**config.mk**
```make
export PLATFORM = sky130hd
export DESIGN_NAME = apb_master_arbiter
export DESIGN_NICKNAME = d
export VERILOG_FILES = /design/src/rtl/apb_master_arbiter.sv
export SDC_FILE = /design/constraint.sdc
export NUM_CORES = 1
export LEC_CHECK = 0
export ABC_AREA = 0
export BUFFER_PORTS_ARGS = -buffer_cell sky130_fd_sc_hd__buf_2
export CELL_PAD_IN_SITES_DETAIL_PLACEMENT = 1
export CELL_PAD_IN_SITES_GLOBAL_PLACEMENT = 1
export CORE_AREA = 2 2 150 152
export DETAILED_ROUTE_END_ITERATION = 10
export DIE_AREA = 0 0 152 154
export GPL_TIMING_DRIVEN = 0
export HOLD_SLACK_MARGIN = 0.03
export PLACE_DENSITY = 0.81
export SETUP_SLACK_MARGIN = 0.3
export SLEW_MARGIN = 0
export SYNTH_ARGS = -nofsm -noshare
export SYNTH_HDL_FRONTEND = slang
export SYNTH_SLANG_ARGS = --single-unit
```
**constraint.sdc**
```tcl
create_clock -name PCLK -period 3.2 [get_ports PCLK]
set_input_delay 0.64 -clock PCLK [delete_from_list [all_inputs] [get_ports PCLK]]
set_output_delay 0.64 -clock PCLK [all_outputs]
set_load 0.005 [all_outputs]
```
**src/rtl/apb_master_arbiter.sv**
```systemverilog
// Two-requester APB master: round-robin grant, region decode, SETUP/ACCESS sequencing.
// Define APB_ARB_TIMEOUT_EN to abort ACCESS phases that wait too long for PREADY.
module apb_master_arbiter #(
    parameter int          ADDR_WIDTH    = 32,
    parameter int          DATA_WIDTH    = 32,
    parameter logic [15:0] P_PSEL0_START = 16'hC000,
    parameter logic [15:0] P_PSEL1_START = 16'hC010,
    parameter logic [15:0] P_PSEL2_START = 16'hC020,
    parameter logic [15:0] P_PSEL3_START = 16'hC030,
    parameter logic [15:0] P_PSEL0_SIZE  = 16'h0010,
    parameter logic [15:0] P_PSEL1_SIZE  = 16'h0010,
    parameter logic [15:0] P_PSEL2_SIZE  = 16'h0010,
    parameter logic [15:0] P_PSEL3_SIZE  = 16'h0010
`ifdef APB_ARB_TIMEOUT_EN
    ,
    parameter int          TIMEOUT_CYCLES = 255
`endif
) (
    input  logic                  PCLK,
    input  logic                  PRESETn,
    input  logic                  req0_i,
    input  logic                  req1_i,
    input  logic [ADDR_WIDTH-1:0] addr0_i,
    input  logic [ADDR_WIDTH-1:0] addr1_i,
    input  logic                  write0_i,
    input  logic                  write1_i,
    input  logic [DATA_WIDTH-1:0] wdata0_i,
    input  logic [DATA_WIDTH-1:0] wdata1_i,
    input  logic [3:0]            strb0_i,
    input  logic [3:0]            strb1_i,
    output logic                  done0_o,
    output logic                  done1_o,
    output logic [DATA_WIDTH-1:0] rdata_o,
    output logic                  err_o,
    output logic [3:0]            PSEL,
    output logic                  PENABLE,
    output logic [ADDR_WIDTH-1:0] PADDR,
    output logic                  PWRITE,
    output logic [DATA_WIDTH-1:0] PWDATA,
    output logic [3:0]            PSTRB,
    input  logic [DATA_WIDTH-1:0] PRDATA0,
    input  logic [DATA_WIDTH-1:0] PRDATA1,
    input  logic [DATA_WIDTH-1:0] PRDATA2,
    input  logic [DATA_WIDTH-1:0] PRDATA3,
    input  logic                  PREADY0,
    input  logic                  PREADY1,
    input  logic                  PREADY2,
    input  logic                  PREADY3,
    input  logic                  PSLVERR0,
    input  logic                  PSLVERR1,
    input  logic                  PSLVERR2,
    input  logic                  PSLVERR3
);

    typedef enum logic [1:0] {IDLE, SETUP, ACCESS, RESP} state_t;

    localparam logic [15:0] REGION_START [4] = '{P_PSEL0_START, P_PSEL1_START, P_PSEL2_START, P_PSEL3_START};
    localparam logic [15:0] REGION_SIZE  [4] = '{P_PSEL0_SIZE, P_PSEL1_SIZE, P_PSEL2_SIZE, P_PSEL3_SIZE};

    state_t                state;
    state_t                state_next;
    logic                  grant;
    logic                  grant_next;
    logic                  last_grant;
    logic [ADDR_WIDTH-1:0] req_addr;
    logic                  req_write;
    logic [DATA_WIDTH-1:0] req_wdata;
    logic [3:0]            req_strb;
    logic [15:0]           region;
    logic [1:0]            dec_idx;
    logic                  dec_hit;
    logic [1:0]            sel_idx;
    logic                  mapped;
    logic [ADDR_WIDTH-1:0] apb_addr;
    logic                  apb_write;
    logic [DATA_WIDTH-1:0] apb_wdata;
    logic [3:0]            apb_strb;
    logic [DATA_WIDTH-1:0] rdata;
    logic                  err;
    logic                  done0;
    logic                  done1;
    logic                  slave_ready;
    logic                  slave_err;
    logic [DATA_WIDTH-1:0] slave_rdata;
    logic                  finish;

    // Both requesting: favour the one not served last; last_grant resets to 1.
    always_comb begin
        grant_next = req1_i & (~req0_i | ~last_grant);
        req_addr   = grant_next ? addr1_i  : addr0_i;
        req_write  = grant_next ? write1_i : write0_i;
        req_wdata  = grant_next ? wdata1_i : wdata0_i;
        req_strb   = grant_next ? strb1_i  : strb0_i;
    end

    // Reverse scan so the lowest-numbered region wins if ranges overlap.
    always_comb begin
        region  = req_addr[27:12];
        dec_hit = 1'b0;
        dec_idx = 2'd0;
        for (int i = 3; i >= 0; i--) begin
            if ((region >= REGION_START[i]) &&
                ({1'b0, region} < ({1'b0, REGION_START[i]} + {1'b0, REGION_SIZE[i]}))) begin
                dec_hit = 1'b1;
                dec_idx = 2'(i);
            end
        end
    end

    always_comb begin
        case (sel_idx)
            2'd0: begin
                slave_ready = PREADY0;
                slave_err   = PSLVERR0;
                slave_rdata = PRDATA0;
            end
            2'd1: begin
                slave_ready = PREADY1;
                slave_err   = PSLVERR1;
                slave_rdata = PRDATA1;
            end
            2'd2: begin
                slave_ready = PREADY2;
                slave_err   = PSLVERR2;
                slave_rdata = PRDATA2;
            end
            default: begin
                slave_ready = PREADY3;
                slave_err   = PSLVERR3;
                slave_rdata = PRDATA3;
            end
        endcase
    end

`ifdef APB_ARB_TIMEOUT_EN
    localparam logic [7:0] TIMEOUT_LIMIT = 8'(TIMEOUT_CYCLES);

    logic [7:0] wait_cnt;
    logic [7:0] wait_cnt_inc;
    logic       timeout_hit;

    assign wait_cnt_inc = (wait_cnt == 8'hFF) ? wait_cnt : wait_cnt + 8'd1;
    assign timeout_hit  = (wait_cnt_inc == TIMEOUT_LIMIT);

    always_ff @(posedge PCLK or negedge PRESETn) begin
        if (!PRESETn) begin
            wait_cnt <= 8'd0;
        end else if (state == SETUP) begin
            wait_cnt <= 8'd0;
        end else if ((state == ACCESS) && !slave_ready) begin
            wait_cnt <= wait_cnt_inc;
        end
    end
`endif

    always_comb begin
        state_next = state;
        case (state)
            IDLE:    if (req0_i || req1_i) state_next = SETUP;
            SETUP:   state_next = mapped ? ACCESS : RESP;
            ACCESS: begin
                if (slave_ready) state_next = RESP;
`ifdef APB_ARB_TIMEOUT_EN
                else if (timeout_hit) state_next = RESP;
`endif
            end
            RESP:    state_next = IDLE;
            default: state_next = IDLE;
        endcase
    end

    assign finish = (state != RESP) && (state_next == RESP);

    always_ff @(posedge PCLK or negedge PRESETn) begin
        if (!PRESETn) state <= IDLE;
        else          state <= state_next;
    end

    // Request attributes are captured once in IDLE and held for the whole transfer.
    always_ff @(posedge PCLK or negedge PRESETn) begin
        if (!PRESETn) begin
            grant      <= 1'b0;
            last_grant <= 1'b1;
            sel_idx    <= 2'd0;
            mapped     <= 1'b0;
            apb_addr   <= '0;
            apb_write  <= 1'b0;
            apb_wdata  <= '0;
            apb_strb   <= 4'b0;
            rdata      <= '0;
            err        <= 1'b0;
            done0      <= 1'b0;
            done1      <= 1'b0;
        end else begin
            done0 <= finish & ~grant;
            done1 <= finish & grant;
            case (state)
                IDLE: begin
                    if (req0_i || req1_i) begin
                        grant     <= grant_next;
                        apb_addr  <= req_addr;
                        apb_write <= req_write;
                        apb_wdata <= req_wdata;
                        apb_strb  <= req_write ? req_strb : 4'b0;
                        sel_idx   <= dec_idx;
                        mapped    <= dec_hit;
                    end
                end
                SETUP: begin
                    if (!mapped) begin
                        err   <= 1'b1;
                        rdata <= '0;
                    end
                end
                ACCESS: begin
                    if (slave_ready) begin
                        rdata <= apb_write ? '0 : slave_rdata;
                        err   <= slave_err;
                    end
`ifdef APB_ARB_TIMEOUT_EN
                    else if (timeout_hit) begin
                        rdata <= '0;
                        err   <= 1'b1;
                    end
`endif
                end
                RESP:    last_grant <= grant;
                default: ;
            endcase
        end
    end

    assign PSEL    = (((state == SETUP) || (state == ACCESS)) && mapped) ? (4'b0001 << sel_idx) : 4'b0000;
    assign PENABLE = (state == ACCESS);
    assign PADDR   = apb_addr;
    assign PWRITE  = apb_write;
    assign PWDATA  = apb_wdata;
    assign PSTRB   = apb_strb;
    assign rdata_o = rdata;
    assign err_o   = err;
    assign done0_o = done0;
    assign done1_o = done1;

endmodule

```
==> flow_metrics.py, run 1 <==
metrics = {
    "logic_synthesis": {
        "synth.distinct_cells": 37,
        "synth-seq-area-share_pct": 45.5,
        "ys_ff_latch": 111,
        "syn-mean-instance-area_um2": 12.2,
        "synth_area_um2": 6100,
        "synth_area_leader_cell": "dfrtp_1",
        "synth_edf_count": 0,
        "synth_ff_type": "dfrtp_1",
        "postSynthCellCount": 502,
        "synthArstFlopShare_pct": 100,
        "synth_nets": 785,
        "synthTopCellsByArea": "dfrtp_1 (45%), mux4_2 (13%), mux2i_1 (12%)",
        "yosysWarningCount": 0,
        "synth_top_area_share_pct": 45.1,
    },
    "clock_tree": {
        "cts.clk_slew.worst_paths_ns": 0.08,
        "htree_num_levels": 3,
        "cts_tree": "yes",
        "numClockSinks": 111,
        "clockBufferDepth": 2,
        "cts_hold_buffers": 0,
        "cts_root_buffer": "clkbuf_16",
        "cts_setup_buffers": 0,
        "clk_latency_ns": 0.35,
        "cts_buffers": 9,
        "ctsResizeCount": 0,
    },
    "finish": {
        "mostFrequentLayoutCells": "buf_2 (399), dfrtp_1 (110), mux2i_1 (71), nand2_1 (70), o21ai_1 (67)",
        "multi_input_area_um2": 3060,
        "regArea_um2": 2780,
        "postLayoutCellArea_um2": 8740,
        "final_common_cell": "buf_2",
        "fin_util_pct": 40.3,
        "fillers": 2551,
        "finalNonFillerCells": 1189,
        "nNetsFinal": 1183,
        "syn2layout_area_growth_pct": 43.3,
        "drive_above_1_share_pct": 54.7,
    },
    "worst_setup_path": {
        "critPathCaptureType": "flip-flop",
        "cp_max_fo": 10,
        "start_kind": "flip-flop",
        "worst_ep_required_time_ns": 3.49,
        "worstPathArrival_ns": 2.75,
        "worstSetupPathType": "reg2reg",
    },
    "timing": {
        "period_share_pct": 77.0,
        "fmax_mhz": 406,
        "rsz0062_at_grt": "false",
        "hold_violations": 0,
        "holdWs_ns": 0.222,
        "timing.setup.tns_ns": 0,
        "finalCriticalPeriod_ns": 2.46,
        "tightestPinTransition_ns": 0.685,
        "finClkSkew_ns": 0.0108,
        "slew_viol_final": 0,
        "setup_violations": 0,
        "max_slew_margin_pct": 53.9,
    },
    "hold_path": {
        "hold_class": "in2async",
    },
    "floorplan": {
        "dieWidth_um": 152,
        "rows": 54,
        "die-area_um2": 23400,
        "pin_count": 387,
        "start_util_pct": 28.1,
        "die_y_um": 154,
        "core_um2": 21700,
    },
    "power": {
        "peakVddDrop_mv": 0.278,
        "power_density_nw_per_um2": 720,
        "p_leak_nw": 4.57,
    },
    "global_route": {
        "grt_pass1_wl_um": 36400,
        "grt_max_degree": 61,
        "track_usage_pct": 20.0,
        "gr-total-overflow": 0,
        "first_global_vias": 6377,
        "antenna_found_initial": 5,
    },
    "placed_design": {
        "hpwl_um": 19400,
        "dpl_cell_area_um2": 8420,
        "placedCellCount": 1169,
        "place.gp.congestion": 0.794,
        "portBuffers": 386,
    },
    "detailed_routing": {
        "drt-pass1-iter-count": 4,
        "vias": 5648,
        "post_drt_wl_per_cell_um": 19.9,
        "avgViaCountPerCell": 4.75,
        "ant_nets": 0,
        "route.detailed.drc": 0,
        "drt-total-wl_um": 23600,
        "initialDrtViolationCount": 142,
    },
    "outcome": {
        "status": "finished clean",
    },
    "flow_run": {
        "maxCapViolCount": 0,
    },
}
-- cell type report --
class | count | share of cell area [%]
tap | 280 | 4.01
clock inverter | 6 | 0.859
buffer | 39 | 2.91
clock buffer | 10 | 2.73
antenna | 4 | 0.114
multi-input combinational | 349 | 35.0
timing repair buffer | 387 | 22.5
inverter | 3 | 0.129
sequential | 111 | 31.8
-- per-layer routing --
layer  part of all wire [%]  routed length, um  track usage (%)
met5                  0.055                 13                0
met4                    2.0                469             5.96
met3                    6.9               1620             5.61
met2                     53              12600             37.4
met1                     38               8920             22.0
-- sequential cells by signal, summed over array words and instances (netlist names) --
signal,flops
PADDR,32
PSTRB,4
PWDATA,32
PWRITE,1
done0_o,1
done1_o,1
err_o,1
grant,1
last_grant,1
mapped,1
rdata_o,32
sel_idx,2
state,2
-- synth_stat cells (2+ instances only) --
master	n
mux2_1	4
nor4b_1	4
nor3_1	4
ha_1	5
nand2_1	70
nor2b_1	33
dfrtp_1	110
o21ai_1	67
mux2_4	26
clkbuf_1	14
buf_2	14
nand3_1	2
buf_4	5
mux2i_1	71
nand2b_1	2
mux2_2	5
buf_12	3
inv_1	2
nor2_1	6
a22o_1	3
mux4_2	34
a21o_1	2
nand3b_1	2
-- kinds of logic after synthesis --
kind of cell    synth area share, %
flops                          45.5
simple gates                   10.4
mux                            32.3
fa+ha+maj                      1.03
buf+inv                        4.35
compound gates                 6.42
-- path summary, 6_finish.rpt --
path | end | slack, ns | cells past startpoint | startpoint
worst max-delay path | PADDR[3] | 0.74 | 8 | state[0]
worst min-delay path | PADDR[0] | 0.22 | 1 | PRESETn
worst max register to register | PADDR[3] | 0.74 | 8 | state[0]
worst min register to register | PADDR[16] | 0.48 | 1 | PADDR[16]
max in group asynchronous | last_grant | 2.24 | 2 | PRESETn
min in group PCLK | PADDR[16] | 0.48 | 1 | PADDR[16]
-- through the flow --
stage	power, mW	setup slack, ns
final	6.29	0.736
after global routing	6.78	0.355
after CTS	6.42	0.606
after detailed placement	5.15	0.514
after global placement	5.03	0.0371
after floorplan	3.84	1.41
-- where the power goes --
part | internal [mW] | switching [mW]
clock network | 0.647 | 0.582
registers | 1.94 | 0.286
logic | 1.32 | 1.52
total | 3.90 | 2.39
-- worst max-delay path, stage by stage (launching register included) --
cell and delay (ns):
dfrtp_1 0.44, inv_1 0.11, ha_1 0.23, o21ai_1 0.18
clkbuf_1 0.45, buf_2 0.37, clkbuf_1 0.41, nand2_1 0.11
o21ai_1 0.09
(Power assumes the default switching activity.)
==> run 2, diff against run 1 <==
--- a/config.mk
+++ b/config.mk
@@ -5,16 +5,16 @@
 export SDC_FILE = /design/constraint.sdc
 export NUM_CORES = 1
 export LEC_CHECK = 0
-export ABC_AREA = 0
+export ABC_AREA = 1
 export BUFFER_PORTS_ARGS = -buffer_cell sky130_fd_sc_hd__buf_2
 export CELL_PAD_IN_SITES_DETAIL_PLACEMENT = 1
 export CELL_PAD_IN_SITES_GLOBAL_PLACEMENT = 1
-export CORE_AREA = 2 2 150 152
+export CORE_ASPECT_RATIO = 1.2
+export CORE_UTILIZATION = 26
 export DETAILED_ROUTE_END_ITERATION = 10
-export DIE_AREA = 0 0 152 154
 export GPL_TIMING_DRIVEN = 0
 export HOLD_SLACK_MARGIN = 0.03
-export PLACE_DENSITY = 0.81
+export PLACE_DENSITY = 0.85
 export SETUP_SLACK_MARGIN = 0.3
 export SLEW_MARGIN = 0
 export SYNTH_ARGS = -nofsm -noshare
==> constraint.sdc (replaced) <==
create_clock -name PCLK -period 2.04 [get_ports PCLK]
set_input_delay 0.408 -clock PCLK [delete_from_list [all_inputs] [get_ports PCLK]]
set_output_delay 0.408 -clock PCLK [all_outputs]
set_load 0.005 [all_outputs]
==> run 2 against run 1 <==
Wire length rose by 24%. Clock power rose by 64%. Global-route usage rose by 4.3 points. Critical path depth fell by 3. Power rose by 110%. Register-to-register slack got worse by 0.52 ns. Clock skew barely moved. Design area rose by 10%. Highest routed layer is now met4. Hold slack improved by 0.071 ns. Cell count rose by 26%. Utilization rose by 2.6 points. Clock-buffer cell count fell by 1.
==> flow_metrics.py, run 2 <==
metrics = {
    "outcome": {
        "status": "finished clean",
    },
    "timing": {
        "timing.setup.tns_ns": 0,
        "setup_violations": 0,
        "finalCriticalPeriod_ns": 1.83,
        "rsz0062_at_grt": "true",
        "tightestPinTransition_ns": 0.491,
        "slew_viol_final": 0,
        "period_share_pct": 89.5,
        "finClkSkew_ns": 0.0110,
        "hold_violations": 0,
        "max_slew_margin_pct": 67.3,
        "fmax_mhz": 548,
    },
    "placed_design": {
        "place.gp.congestion": 0.804,
        "hpwl_um": 22300,
        "placedCellCount": 1442,
        "portBuffers": 386,
    },
    "clock_tree": {
        "cts.clk_slew.worst_paths_ns": 0.09,
        "cts_buffers": 9,
        "htree_num_levels": 3,
        "cts_root_buffer": "clkbuf_16",
        "clk_latency_ns": 0.36,
        "cts_tree": "yes",
        "clockBufferDepth": 2,
        "numClockSinks": 111,
    },
    "worst_setup_path": {
        "rr_endpoint": "rdata_o[11]",
        "worst_ep_required_time_ns": 1.63,
        "cp_max_fo": 4,
        "r2r_cells": 13,
        "reg2reg_slack_ns": 0.22,
        "start_kind": "flip-flop",
        "worstPathArrival_ns": 1.42,
        "critPathCaptureType": "output port",
        "worstSetupPathType": "reg2out",
        "r2r_start": "sel_idx[0]",
    },
    "logic_synthesis": {
        "postSynthCellCount": 776,
        "synth.distinct_cells": 30,
        "syn-mean-instance-area_um2": 7.70,
        "post-synth-top-count-cell": "nand2_1",
        "synthTopCellsByArea": "dfrtp_1 (46%), nand2_1 (15%), o21ai_0 (11%)",
        "synth_area_um2": 5970,
        "yosysWarningCount": 0,
        "synthArstFlopShare_pct": 100,
        "synth_edf_count": 0,
        "synth_area_leader_cell": "dfrtp_1",
        "synth_common_cells": "nand2_1 (237), o21ai_0 (127), dfrtp_1 (110), nor2_1 (71), o21ai_1 (29)",
        "ys_ff_latch": 111,
        "synth_top_area_share_pct": 46.1,
        "synth_ff_type": "dfrtp_1",
        "synth_nets": 1059,
        "synth-seq-area-share_pct": 46.5,
    },
    "finish": {
        "mostFrequentLayoutCells": "buf_2 (391), nand2_1 (215), o21ai_0 (122), dfrtp_1 (110), nor2_1 (63)",
        "drive_above_1_share_pct": 48.4,
        "nNetsFinal": 1495,
        "finalNonFillerCells": 1499,
        "syn2layout_area_growth_pct": 61.4,
        "fin_util_pct": 42.9,
        "final_common_cell": "buf_2",
    },
    "global_route": {
        "grt_max_degree": 68,
        "antenna_found_initial": 3,
        "grt_pass1_wl_um": 43500,
        "track_usage_pct": 24.3,
        "first_global_vias": 7867,
        "gr-total-overflow": 0,
    },
    "detailed_routing": {
        "top_layer": "met4",
        "dr_wl_met2_um": 15600,
        "drt-total-wl_um": 29300,
        "vias": 7289,
        "route.detailed.drc": 0,
        "drt-pass1-iter-count": 5,
        "wl_met3_um": 2270,
        "post_drt_wl_per_cell_um": 19.6,
        "wl_met1_um": 10600,
        "ant_nets": 0,
        "initialDrtViolationCount": 194,
        "avgViaCountPerCell": 4.86,
    },
    "floorplan": {
        "die-area_um2": 23600,
        "die_y_um": 168,
        "rows": 60,
        "core_um2": 22400,
        "start_util_pct": 26.6,
        "pin_count": 387,
        "dieWidth_um": 140,
    },
    "hold_path": {
        "min_path_cells": 3,
        "hold_end": "PADDR[14]",
        "worstHoldStart": "addr1_i[14]",
        "hold_class": "in2reg",
    },
    "power": {
        "power_density_nw_per_um2": 1390,
        "peakVddDrop_mv": 0.610,
        "p_leak_nw": 5.04,
    },
    "flow_run": {
        "maxCapViolCount": 0,
    },
}
## run 2: metrics by stage
stage                     hold WS (ns)  setup slack, ns  power, mW  area, um2
after floorplan                  0.112            0.420       6.54       5970
after global placement           0.434           -0.961       9.06       8250
after detailed placement         0.377           -0.247       9.29       8290
after CTS                        0.275            0.210       12.6       9240
after global routing             0.298            0.127       14.3       9640
final                            0.294            0.214       13.4       9640
## run 2: cells by family after synthesis
kind of cell               synth area share (%)
and+or+nand+nor                            24.9
buffers and inverters                      6.47
DFF                                        46.5
AOI/OAI and AO/OA                          20.4
adders and majority gates                  1.05
muxes                                     0.670
## run 2: how the worst max path moves through the flow
stage / startpoint / end / slack (ns) / cells past startpoint
after floorplan: state[0] / rdata_o[0] / 0.42 / 7
after global placement: PRESETn / PWDATA[17] / -0.96 / 1
after detailed placement: state[0] / PSTRB[2] / -0.25 / 8
after CTS: sel_idx[0] / PSEL[1] / 0.21 / 7
after global routing: sel_idx[0] / rdata_o[11] / 0.13 / 14
final: state[0] / PSEL[0] / 0.21 / 5
## run 2: cell type report
type,count,area [um2]
Antenna cell,3,7.51
Buffer,53,529
Clock buffer,9,225
Clock inverter,7,103
Fill cell,2840,12800
Inverter,24,103
Multi-Input combinational cell,587,3120
Sequential cell,111,2780
Tap cell,279,349
Timing Repair Buffer,426,2420
## run 2: critical path, cell delays in order, from the launching register on
cell and delay [ns]:
dfrtp_1 0.37, inv_2 0.07, ha_4 0.28, nand2_4 0.08
nor3_2 0.13, buf_2 0.14
## run 2: power by group
group | internal, mW | switching (mW)
combinational | 3.52 | 3.91
sequential | 3.28 | 0.643
clock | 1.10 | 0.920
## run 2: timing repair
item                                   4_1_cts  5_1_grt
setup endpoints to repair                  111      107
hold buffers                                 1        0
gates cloned                                 4        3
resized for setup                           93      111
endpoints found under the hold margin       44        0
pin swaps                                    6       12
setup buffers                               28        3
## run 2: metal layers
| layer | vias up | track usage, % |
|---|---|---|
| met5 | - | 0 |
| met4 | 0 | 10.2 |
| met3 | 41 | 7.22 |
| met2 | 301 | 46.6 |
| met1 | 3488 | 24.0 |
| li1 | 3459 | - |
